$ cat src/rtl/muldiv_iter_unit_pkg.sv
// muldiv_iter_unit_pkg: shared op codes, state encodings and special-case results for the iterative M unit
package muldiv_iter_unit_pkg;
   localparam int XLEN_DEFAULT = 32;
   localparam logic [3:0] OP_MUL    = 4'd0;
   localparam logic [3:0] OP_MULH   = 4'd1;
   localparam logic [3:0] OP_MULHSU = 4'd2;
   localparam logic [3:0] OP_MULHU  = 4'd3;
   localparam logic [3:0] OP_DIV    = 4'd4;
   localparam logic [3:0] OP_DIVU   = 4'd5;
   localparam logic [3:0] OP_REM    = 4'd6;
   localparam logic [3:0] OP_REMU   = 4'd7;
   localparam logic [1:0] S_IDLE = 2'd0;
   localparam logic [1:0] S_BUSY = 2'd1;
   localparam logic [1:0] S_FIX  = 2'd2;
   localparam logic [XLEN_DEFAULT-1:0] DIV_ZERO_Q = '1;
   localparam logic [XLEN_DEFAULT-1:0] OVF_Q = {1'b1, {(XLEN_DEFAULT-1){1'b0}}};
   localparam logic [XLEN_DEFAULT-1:0] OVF_R = '0;
   function automatic logic signed_a(input logic [3:0] op);
      return op inside {OP_MUL, OP_MULH, OP_MULHSU, OP_DIV, OP_REM};
   endfunction
   function automatic logic signed_b(input logic [3:0] op);
      return op inside {OP_MUL, OP_MULH, OP_DIV, OP_REM};
   endfunction
   function automatic logic is_div(input logic [3:0] op);
      return op inside {OP_DIV, OP_DIVU, OP_REM, OP_REMU};
   endfunction
   function automatic logic is_rem(input logic [3:0] op);
      return op inside {OP_REM, OP_REMU};
   endfunction
   function automatic logic is_mulh(input logic [3:0] op);
      return op inside {OP_MULH, OP_MULHSU, OP_MULHU};
   endfunction
endpackage

$ cat src/rtl/muldiv_iter_unit_if.sv
// muldiv_iter_unit_if: request/result/stall bundle between the pipeline and the M unit
interface muldiv_iter_unit_if #(parameter int XLEN = muldiv_iter_unit_pkg::XLEN_DEFAULT);
   logic start;
   logic [3:0] op;
   logic [XLEN-1:0] rs1_val;
   logic [XLEN-1:0] rs2_val;
   logic [4:0] rd_in;
   logic kill;
   logic busy;
   logic stall;
   logic result_valid;
   logic [XLEN-1:0] result;
   logic [4:0] result_rd;
   modport master (output start, op, rs1_val, rs2_val, rd_in, kill,
                   input busy, stall, result_valid, result, result_rd);
   modport slave (input start, op, rs1_val, rs2_val, rd_in, kill,
                  output busy, stall, result_valid, result, result_rd);
endinterface

$ cat src/rtl/muldiv_iter_unit.sv
// muldiv_iter_unit: fixed-latency radix-2 shift-add multiplier / restoring divider for RV32M
module muldiv_iter_unit
   import muldiv_iter_unit_pkg::*;
#(
   parameter int XLEN = XLEN_DEFAULT,
   parameter int CNT_W = 6
) (
   input logic clk,
   input logic reset,
   muldiv_iter_unit_if.slave bus
);
   logic [1:0] state;
   logic [CNT_W-1:0] cnt;
   logic [2*XLEN-1:0] acc;
   logic [XLEN-1:0] opb;
   logic [XLEN-1:0] a_raw;
   logic [3:0] op_q;
   logic [4:0] rd_q;
   logic neg_q;
   logic neg_r;
   logic dz;
   logic ovf;
   logic sa;
   logic sb;
   logic accept;
   logic [XLEN-1:0] abs_a;
   logic [XLEN-1:0] abs_b;
   logic [XLEN:0] mul_sum;
   logic [2*XLEN:0] sh;
   logic [XLEN:0] diff;
   logic [2*XLEN-1:0] acc_step;
   logic [2*XLEN-1:0] prod;
   logic [XLEN-1:0] quo;
   logic [XLEN-1:0] rem;
   logic [XLEN-1:0] res_sel;
   // operand conditioning, one iteration step, and final sign fix / result select
   always_comb begin
      sa = signed_a(bus.op) & bus.rs1_val[XLEN-1];
      sb = signed_b(bus.op) & bus.rs2_val[XLEN-1];
      abs_a = sa ? -bus.rs1_val : bus.rs1_val;
      abs_b = sb ? -bus.rs2_val : bus.rs2_val;
      accept = bus.start & ~bus.op[3] & ~bus.kill & (state == S_IDLE);
      mul_sum = {1'b0, acc[2*XLEN-1:XLEN]} + (acc[0] ? {1'b0, opb} : '0);
      sh = {acc, 1'b0};
      diff = sh[2*XLEN:XLEN] - {1'b0, opb};
      acc_step = is_div(op_q) ? (diff[XLEN] ? sh[2*XLEN-1:0] : {diff[XLEN-1:0], sh[XLEN-1:1], 1'b1})
                              : {mul_sum, acc[XLEN-1:1]};
      prod = neg_q ? -acc : acc;
      quo = dz ? DIV_ZERO_Q : ovf ? OVF_Q : neg_q ? -acc[XLEN-1:0] : acc[XLEN-1:0];
      rem = dz ? a_raw : ovf ? OVF_R : neg_r ? -acc[2*XLEN-1:XLEN] : acc[2*XLEN-1:XLEN];
      res_sel = is_div(op_q) ? (is_rem(op_q) ? rem : quo)
                             : is_mulh(op_q) ? prod[2*XLEN-1:XLEN] : prod[XLEN-1:0];
      bus.busy = state != S_IDLE;
      bus.stall = (bus.start & (state == S_IDLE) & ~bus.op[3]) | bus.busy;
   end
   // IDLE -> BUSY (XLEN steps) -> FIX -> IDLE; kill or reset abandons the operation
   always_ff @(posedge clk) begin
      if (reset) begin
         state <= S_IDLE;
         cnt <= '0;
         acc <= '0;
         opb <= '0;
         a_raw <= '0;
         op_q <= '0;
         rd_q <= '0;
         neg_q <= 1'b0;
         neg_r <= 1'b0;
         dz <= 1'b0;
         ovf <= 1'b0;
         bus.result_valid <= 1'b0;
         bus.result <= '0;
         bus.result_rd <= '0;
      end else if (bus.kill) begin
         state <= S_IDLE;
         cnt <= '0;
         bus.result_valid <= 1'b0;
      end else begin
         bus.result_valid <= 1'b0;
         if (accept) begin
            state <= S_BUSY;
            cnt <= '0;
            acc <= {{XLEN{1'b0}}, abs_a};
            opb <= abs_b;
            a_raw <= bus.rs1_val;
            op_q <= bus.op;
            rd_q <= bus.rd_in;
            neg_q <= sa ^ sb;
            neg_r <= sa;
            dz <= is_div(bus.op) & (bus.rs2_val == '0);
            ovf <= is_div(bus.op) & signed_a(bus.op) & (bus.rs1_val == OVF_Q) & (bus.rs2_val == '1);
         end else if (state == S_BUSY) begin
            acc <= acc_step;
            cnt <= cnt + 1'b1;
            if (cnt == CNT_W'(XLEN-1)) state <= S_FIX;
         end else if (state == S_FIX) begin
            bus.result <= res_sel;
            bus.result_rd <= rd_q;
            bus.result_valid <= 1'b1;
            state <= S_IDLE;
         end
      end
   end
endmodule

$ cat src/flat_wrapper.sv
// flat-port wrapper written by rule: the top's interface ports become plain ports
module muldiv_iter_unit_flat import muldiv_iter_unit_pkg::*;
#(
   parameter int XLEN = XLEN_DEFAULT,
   parameter int CNT_W = 6
)
  (clk, reset, bus_start, bus_op, bus_rs1_val, bus_rs2_val, bus_rd_in, bus_kill, bus_busy, bus_stall, bus_result_valid, bus_result, bus_result_rd);
  muldiv_iter_unit_if #(.XLEN(XLEN)) bus_i ();
  input logic clk;
  input logic reset;
  input wire logic [$bits(bus_i.start)-1:0] bus_start;
  input wire logic [$bits(bus_i.op)-1:0] bus_op;
  input wire logic [$bits(bus_i.rs1_val)-1:0] bus_rs1_val;
  input wire logic [$bits(bus_i.rs2_val)-1:0] bus_rs2_val;
  input wire logic [$bits(bus_i.rd_in)-1:0] bus_rd_in;
  input wire logic [$bits(bus_i.kill)-1:0] bus_kill;
  output wire logic [$bits(bus_i.busy)-1:0] bus_busy;
  output wire logic [$bits(bus_i.stall)-1:0] bus_stall;
  output wire logic [$bits(bus_i.result_valid)-1:0] bus_result_valid;
  output wire logic [$bits(bus_i.result)-1:0] bus_result;
  output wire logic [$bits(bus_i.result_rd)-1:0] bus_result_rd;
  assign bus_i.start = bus_start;
  assign bus_i.op = bus_op;
  assign bus_i.rs1_val = bus_rs1_val;
  assign bus_i.rs2_val = bus_rs2_val;
  assign bus_i.rd_in = bus_rd_in;
  assign bus_i.kill = bus_kill;
  assign bus_busy = bus_i.busy;
  assign bus_stall = bus_i.stall;
  assign bus_result_valid = bus_i.result_valid;
  assign bus_result = bus_i.result;
  assign bus_result_rd = bus_i.result_rd;
  muldiv_iter_unit #(.XLEN(XLEN), .CNT_W(CNT_W)) u_core (.clk(clk), .reset(reset), .bus(bus_i));
endmodule
$ cat config.mk
export PLATFORM = sky130hd
export DESIGN_NAME = muldiv_iter_unit_flat
export DESIGN_NICKNAME = d
export VERILOG_FILES = /design/src/rtl/muldiv_iter_unit_pkg.sv /design/src/rtl/muldiv_iter_unit_if.sv /design/src/rtl/muldiv_iter_unit.sv /design/src/flat_wrapper.sv
export SDC_FILE = /design/constraint.sdc
export NUM_CORES = 1
export LEC_CHECK = 0
export CORE_MARGIN = 4
export CORE_UTILIZATION = 55
export DETAILED_ROUTE_END_ITERATION = 16
export HOLD_SLACK_MARGIN = 0.05
export PLACE_DENSITY = 0.79
export SETUP_SLACK_MARGIN = 0.2
export SLEW_MARGIN = 25
export SYNTH_ARGS = -nofsm -noshare
export SYNTH_HDL_FRONTEND = slang
export SYNTH_SLANG_ARGS = --single-unit
$ cat constraint.sdc
create_clock -name clk -period 3.5 [get_ports clk]
set_clock_uncertainty 0.2 [all_clocks]
set_input_delay 0.525 -clock clk [delete_from_list [all_inputs] [get_ports clk]]
set_output_delay 0.525 -clock clk [all_outputs]
set_load 0.005 [all_outputs]
==> impl_results.md <==
- Outcome: complete, no violations
- Average detailed-routed wire length per instance: 21.79 um
- Post-synthesis register bit count: 187
- Crit path top cell by count: sky130_fd_sc_hd__buf_6
- Instance area after placement: 0.01769 mm2
- Worst slew margin relative to its limit: 0.4080
- Class of the tightest hold or removal check: reg2reg
- Part of the power in the clock network: 0.379
- Data required, critical path: 3.65 ns
- Clock transition at the register clock pins on the worst setup and hold paths after CTS: 0.09 ns
- Worst path bufs/invs: 3
- Tot Pwr: 5.694 mW
- Deepest clock path buffer count: 2
- Beginning of the worst register-to-register path: u_core.acc[32]$_SDFFE_PP0P_
- Horizontal die dimension: 175.2 um
- Largest net degree at the start of global routing: 67
- Non-Filler Cell Area, Final: 0.01944 mm2
- Total power divided by cell area: 292.8 mW/mm2
- Drt initial violations: 2326
- Wire length of the first global-routing pass: 90.06 mm
- Proportion of power drawn by combinational gates: 0.231
- Effective utilization at floorplan: 0.5641
- Netlist cell types: 79
- Worst reg2reg setup slack: 0.02 ns
- Number of port buffers: 116
- CP Capture Type: flop
- Antenna cell count: 0
- Max stage delay cell, worst path: sky130_fd_sc_hd__or4b_4
- Mean instance size in the synthesized netlist: 7.173 um2
- Switching portion of total power: 0.3286
- Area enclosed by the die boundary: 0.03069 mm2
- Total iterations of the first detailed-routing run: 6
- Via Count: 17540
- Part of the cycle the worst path needs: 0.9941
- Number of antenna-violating nets in the routed design: 0
- Number of failing setup endpoints in the final timing report: 0
- Fmax achieved: 287.4 MHz
- Fraction of layout instances using a drive strength above 1: 0.1642
- Reg-to-Reg End: u_core.bus.result[22]$_SDFFE_PP0P_
- Post-DR vias/cell: 6.499
- Routability-driven placement congestion ratio: 1.017
- Layout Nets: 2466
- Cts hold-fix bufs: 0
- Sinks on Clock Net: 187
- Most frequently used flop master after synthesis: sky130_fd_sc_hd__dfxtp_1
- Clock tree root buffer cell: sky130_fd_sc_hd__clkbuf_16
- Height of the die: 175.2 um
- Crit path max fanout: 4
- DP Wirelength: 42.85 mm
- Initial antenna violation count: 0
- Shortest clock period the worst path allows after layout: 3.479 ns
- Synth-to-Final Area Change: 26.49%
- EDFF count, synth: 0
- Max-cap violations: 0
- Top-level port count: 117
- Critical path startpoint category: flop
- Worst Tran Pin Value: 0.8869 ns
- Post-synth ARST share: 0
- Cell family contributing the most delay on the critical path: simple AND/OR/NAND/NOR gates
- Largest voltage drop on the vdd net: 0.2598 mV
- Number of clock buffers inserted by TritonCTS: 17
- RSZ-0062 raised after global routing: yes
- # DRC: 0
- H-Tree Level Count: 4
- Gate count of the mapped netlist: 2143
- Worst path arrival time: 3.63 ns
- Vias in the first global route: 16073
- Hold violation count in the final report: 0
- Post-synth design cell area: 0.01537 mm2
- Remaining Overflow, GRT: 0
- Internal power: 3.823 mW
- Clock latency at the later pin of the worst-skew pair: 0.46 ns
- Register area share after synthesis: 0.2435
- Power share of the sequential group: 0.390
- Yosys warning total: 0
- Core region area: 0.02725 mm2
- Number of gates on the worst path with buffers counted: 14
- Clock tree from TritonCTS: built
- Crit path kind: reg2reg
- Critical path startpoint: u_core.acc[32]$_SDFFE_PP0P_
- Total routing resource utilization after global routing: 0.3640
- Net load switching power: 1.871 mW
- FF-to-FF path depth: 14
- End of the critical path: u_core.bus.result[22]$_SDFFE_PP0P_
- Core Rows: 60
- Leak pwr: 7.563 nW
- Series of cell instances along the critical path: buf_6 > inv_4 > buf_6 > ha_4 > or3b_4 > or4b_4 > nand4b_4 > o21ai_2 > xnor2_2 > mux2_4 > o21ai_4 > nand2_2 > a221o_1 > o221a_1
- Total detailed-routing wirelength: 58.80 mm
- Highest cell delay on the worst timing path: 0.51 ns
- Number of pins exceeding their max-slew limit in the final report: 0
- Total nets after synthesis: 2295
[worst register-to-register path, stage by stage, from the launching register on]
cell                       delay [ns]
sky130_fd_sc_hd__dfxtp_2         0.34
sky130_fd_sc_hd__buf_6           0.13
sky130_fd_sc_hd__inv_4           0.05
sky130_fd_sc_hd__buf_6           0.09
sky130_fd_sc_hd__ha_4            0.13
sky130_fd_sc_hd__or3b_4          0.39
sky130_fd_sc_hd__or4b_4          0.52
sky130_fd_sc_hd__nand4b_4        0.21
sky130_fd_sc_hd__o21ai_2         0.21
sky130_fd_sc_hd__xnor2_2         0.10
sky130_fd_sc_hd__mux2_4          0.28
sky130_fd_sc_hd__o21ai_4         0.14
sky130_fd_sc_hd__nand2_2         0.06
sky130_fd_sc_hd__a221o_1         0.30
sky130_fd_sc_hd__o221a_1         0.22
[registers in the layout, indices dropped and copies added (netlist names)]
signal                   cells
u_core.state                 2
u_core.cnt                   6
u_core.bus.result           32
u_core.ovf                   1
u_core.op_q                  4
u_core.neg_r                 1
u_core.a_raw                32
u_core.neg_q                 1
u_core.acc                  64
u_core.dz                    1
u_core.rd_q                  5
u_core.bus.result_rd         5
u_core.bus.result_valid      1
u_core.opb                  32
[cell usage in the layout, fill, tap and decap left out, types with 10 or more instances in the layout]
| master | Yosys | layout |
|---|---|---|
| sky130_fd_sc_hd__o31ai_1 | 30 | 26 |
| sky130_fd_sc_hd__nand2_1 | 323 | 317 |
| sky130_fd_sc_hd__nor3_1 | 26 | 21 |
| sky130_fd_sc_hd__dfxtp_1 | 187 | 181 |
| sky130_fd_sc_hd__clkbuf_16 | 0 | 17 |
| sky130_fd_sc_hd__a21o_1 | 26 | 26 |
| sky130_fd_sc_hd__o21a_1 | 14 | 14 |
| sky130_fd_sc_hd__ha_1 | 73 | 63 |
| sky130_fd_sc_hd__nand4_1 | 23 | 23 |
| sky130_fd_sc_hd__o41ai_1 | 15 | 11 |
| sky130_fd_sc_hd__inv_1 | 65 | 60 |
| sky130_fd_sc_hd__nor4_1 | 15 | 12 |
| sky130_fd_sc_hd__clkdlybuf4s50_1 | 0 | 115 |
| sky130_fd_sc_hd__a21oi_1 | 198 | 189 |
| sky130_fd_sc_hd__a31oi_1 | 28 | 25 |
| sky130_fd_sc_hd__or3_1 | 26 | 21 |
| sky130_fd_sc_hd__a211oi_1 | 34 | 31 |
| sky130_fd_sc_hd__nor2b_1 | 14 | 11 |
| sky130_fd_sc_hd__buf_4 | 1 | 181 |
| sky130_fd_sc_hd__o211ai_1 | 43 | 43 |
| sky130_fd_sc_hd__nor2_1 | 177 | 172 |
| sky130_fd_sc_hd__xnor2_1 | 98 | 95 |
| sky130_fd_sc_hd__o21ai_1 | 6 | 15 |
| sky130_fd_sc_hd__buf_6 | 0 | 14 |
| sky130_fd_sc_hd__nand2b_1 | 19 | 14 |
| sky130_fd_sc_hd__and3_1 | 13 | 10 |
| sky130_fd_sc_hd__a22oi_1 | 18 | 18 |
| sky130_fd_sc_hd__xor2_1 | 101 | 101 |
| sky130_fd_sc_hd__nand3_1 | 34 | 31 |
| sky130_fd_sc_hd__o21ai_0 | 177 | 160 |
| sky130_fd_sc_hd__o221ai_1 | 16 | 13 |
| sky130_fd_sc_hd__mux2i_1 | 29 | 29 |
[per-stage QoR]
step / std cells / TNS [ns] / hold WS, ns / setup WS, ns / util
floorplan: 2143 / 0 / 0.2319 / 0.2055 / -
global placement: 2624 / -0.1670 / 0.2422 / -0.05564 / 0.6492
detailed placement: 2624 / -0.8658 / 0.2471 / -0.1744 / 0.6492
CTS: 2679 / -0.05962 / 0.2591 / -0.02934 / 0.6891
global route: 2699 / -0.2191 / 0.2741 / -0.05086 / 0.7135
finish: 2699 / 0 / 0.2569 / 0.02056 / 0.7135
[Yosys cell counts (6+ instances only)]
cell	count	area share
sky130_fd_sc_hd__nand2_1	323	0.079
sky130_fd_sc_hd__a21oi_1	198	0.064
sky130_fd_sc_hd__dfxtp_1	187	0.24
sky130_fd_sc_hd__nor2_1	177	0.043
sky130_fd_sc_hd__o21ai_0	177	0.058
sky130_fd_sc_hd__clkbuf_1	150	0.037
sky130_fd_sc_hd__xor2_1	101	0.058
sky130_fd_sc_hd__xnor2_1	98	0.056
sky130_fd_sc_hd__ha_1	73	0.059
sky130_fd_sc_hd__inv_1	65	0.016
sky130_fd_sc_hd__o211ai_1	43	0.021
sky130_fd_sc_hd__a211oi_1	34	0.017
sky130_fd_sc_hd__nand3_1	34	0.011
sky130_fd_sc_hd__o31ai_1	30	0.015
sky130_fd_sc_hd__mux2i_1	29	0.019
sky130_fd_sc_hd__a31oi_1	28	0.011
sky130_fd_sc_hd__a21o_1	26	0.013
sky130_fd_sc_hd__nor3_1	26	0.0085
sky130_fd_sc_hd__or3_1	26	0.011
sky130_fd_sc_hd__nand4_1	23	0.0094
sky130_fd_sc_hd__nand2b_1	19	0.0077
sky130_fd_sc_hd__a22oi_1	18	0.0088
sky130_fd_sc_hd__o221ai_1	16	0.0091
sky130_fd_sc_hd__nor4_1	15	0.0061
sky130_fd_sc_hd__o41ai_1	15	0.0085
sky130_fd_sc_hd__nor2b_1	14	0.0057
sky130_fd_sc_hd__o21a_1	14	0.0068
sky130_fd_sc_hd__and3_1	13	0.0053
sky130_fd_sc_hd__a221oi_1	12	0.0068
sky130_fd_sc_hd__buf_2	11	0.0036
sky130_fd_sc_hd__or4_1	10	0.0049
sky130_fd_sc_hd__o311ai_0	9	0.0051
sky130_fd_sc_hd__o211a_1	8	0.0052
sky130_fd_sc_hd__o21bai_1	8	0.0039
sky130_fd_sc_hd__a311oi_1	7	0.0040
sky130_fd_sc_hd__and2_1	7	0.0028
sky130_fd_sc_hd__buf_1	6	0.0015
sky130_fd_sc_hd__nand3b_1	6	0.0029
sky130_fd_sc_hd__o21ai_1	6	0.0020
[kinds of logic (layout without fill, tap and decap cells)]
family	after synthesis	count (layout)	synth area share
xor gates and xnor gates	200	201	0.1144
adders and majority gates	75	75	0.06202
DFF	187	187	0.2435
buffers and inverters	233	416	0.05803
and+or+nand+nor	721	721	0.2143
muxes	30	30	0.01962
AOI/OAI and AO/OA	697	697	0.2881
[layout make-up]
class                   count  area, um2
clock buffers              18      429.2
clock inverters            14      202.7
fillers                  2199       7806
inverters                  65      249.0
multi-input cells        1724      11490
flip-flops and latches    187       3756
well taps                 372      465.4
repair buffers            319       2855
[metal layers]
layer  up-vias  track usage  routed length (um)  part of all wire
met3       166      0.08871                7362              0.13
met1      8212       0.5195               24370              0.41
met5         -            0                   0                 0
met2      1146       0.5379               25100              0.43
li1       8016            -                   -                 -
met4         0       0.1205                1966             0.033
[how the worst min path moves through the flow]
stage | startpoint | end | slack, ns | cells after the start
6_report | u_core.a_raw[10]$_SDFFE_PP0P_ | u_core.a_raw[10]$_SDFFE_PP0P_ | 0.26 | 2
5_1_grt | u_core.a_raw[27]$_SDFFE_PP0P_ | u_core.a_raw[27]$_SDFFE_PP0P_ | 0.27 | 2
4_1_cts | u_core.a_raw[10]$_SDFFE_PP0P_ | u_core.a_raw[10]$_SDFFE_PP0P_ | 0.26 | 2
3_5_place_dp | u_core.a_raw[10]$_SDFFE_PP0P_ | u_core.a_raw[10]$_SDFFE_PP0P_ | 0.25 | 2
3_3_place_gp | u_core.rd_q[4]$_SDFFE_PP0P_ | u_core.rd_q[4]$_SDFFE_PP0P_ | 0.24 | 2
2_1_floorplan | u_core.opb[21]$_SDFFE_PP0P_ | u_core.opb[21]$_SDFFE_PP0P_ | 0.23 | 2
[repair_timing]
action | 4_1_cts | 5_1_grt
buffers inserted | 20 | 20
pin swaps | 28 | 74
gates cloned | 3 | 0
setup endpoints to repair | 42 | 61
gates resized for setup | 54 | 116
[power by group through the flow]
stage               logic (mW)  registers, mW  clock network (mW)
floorplan                0.691           2.24                   0
global placement          1.11           2.26                   0
detailed placement        1.12           2.27                   0
CTS                       1.20           2.22                2.16
global route              1.39           2.22                2.24
finish                    1.31           2.22                2.16
No activity file was read; power rests on OpenSTA's default activity.
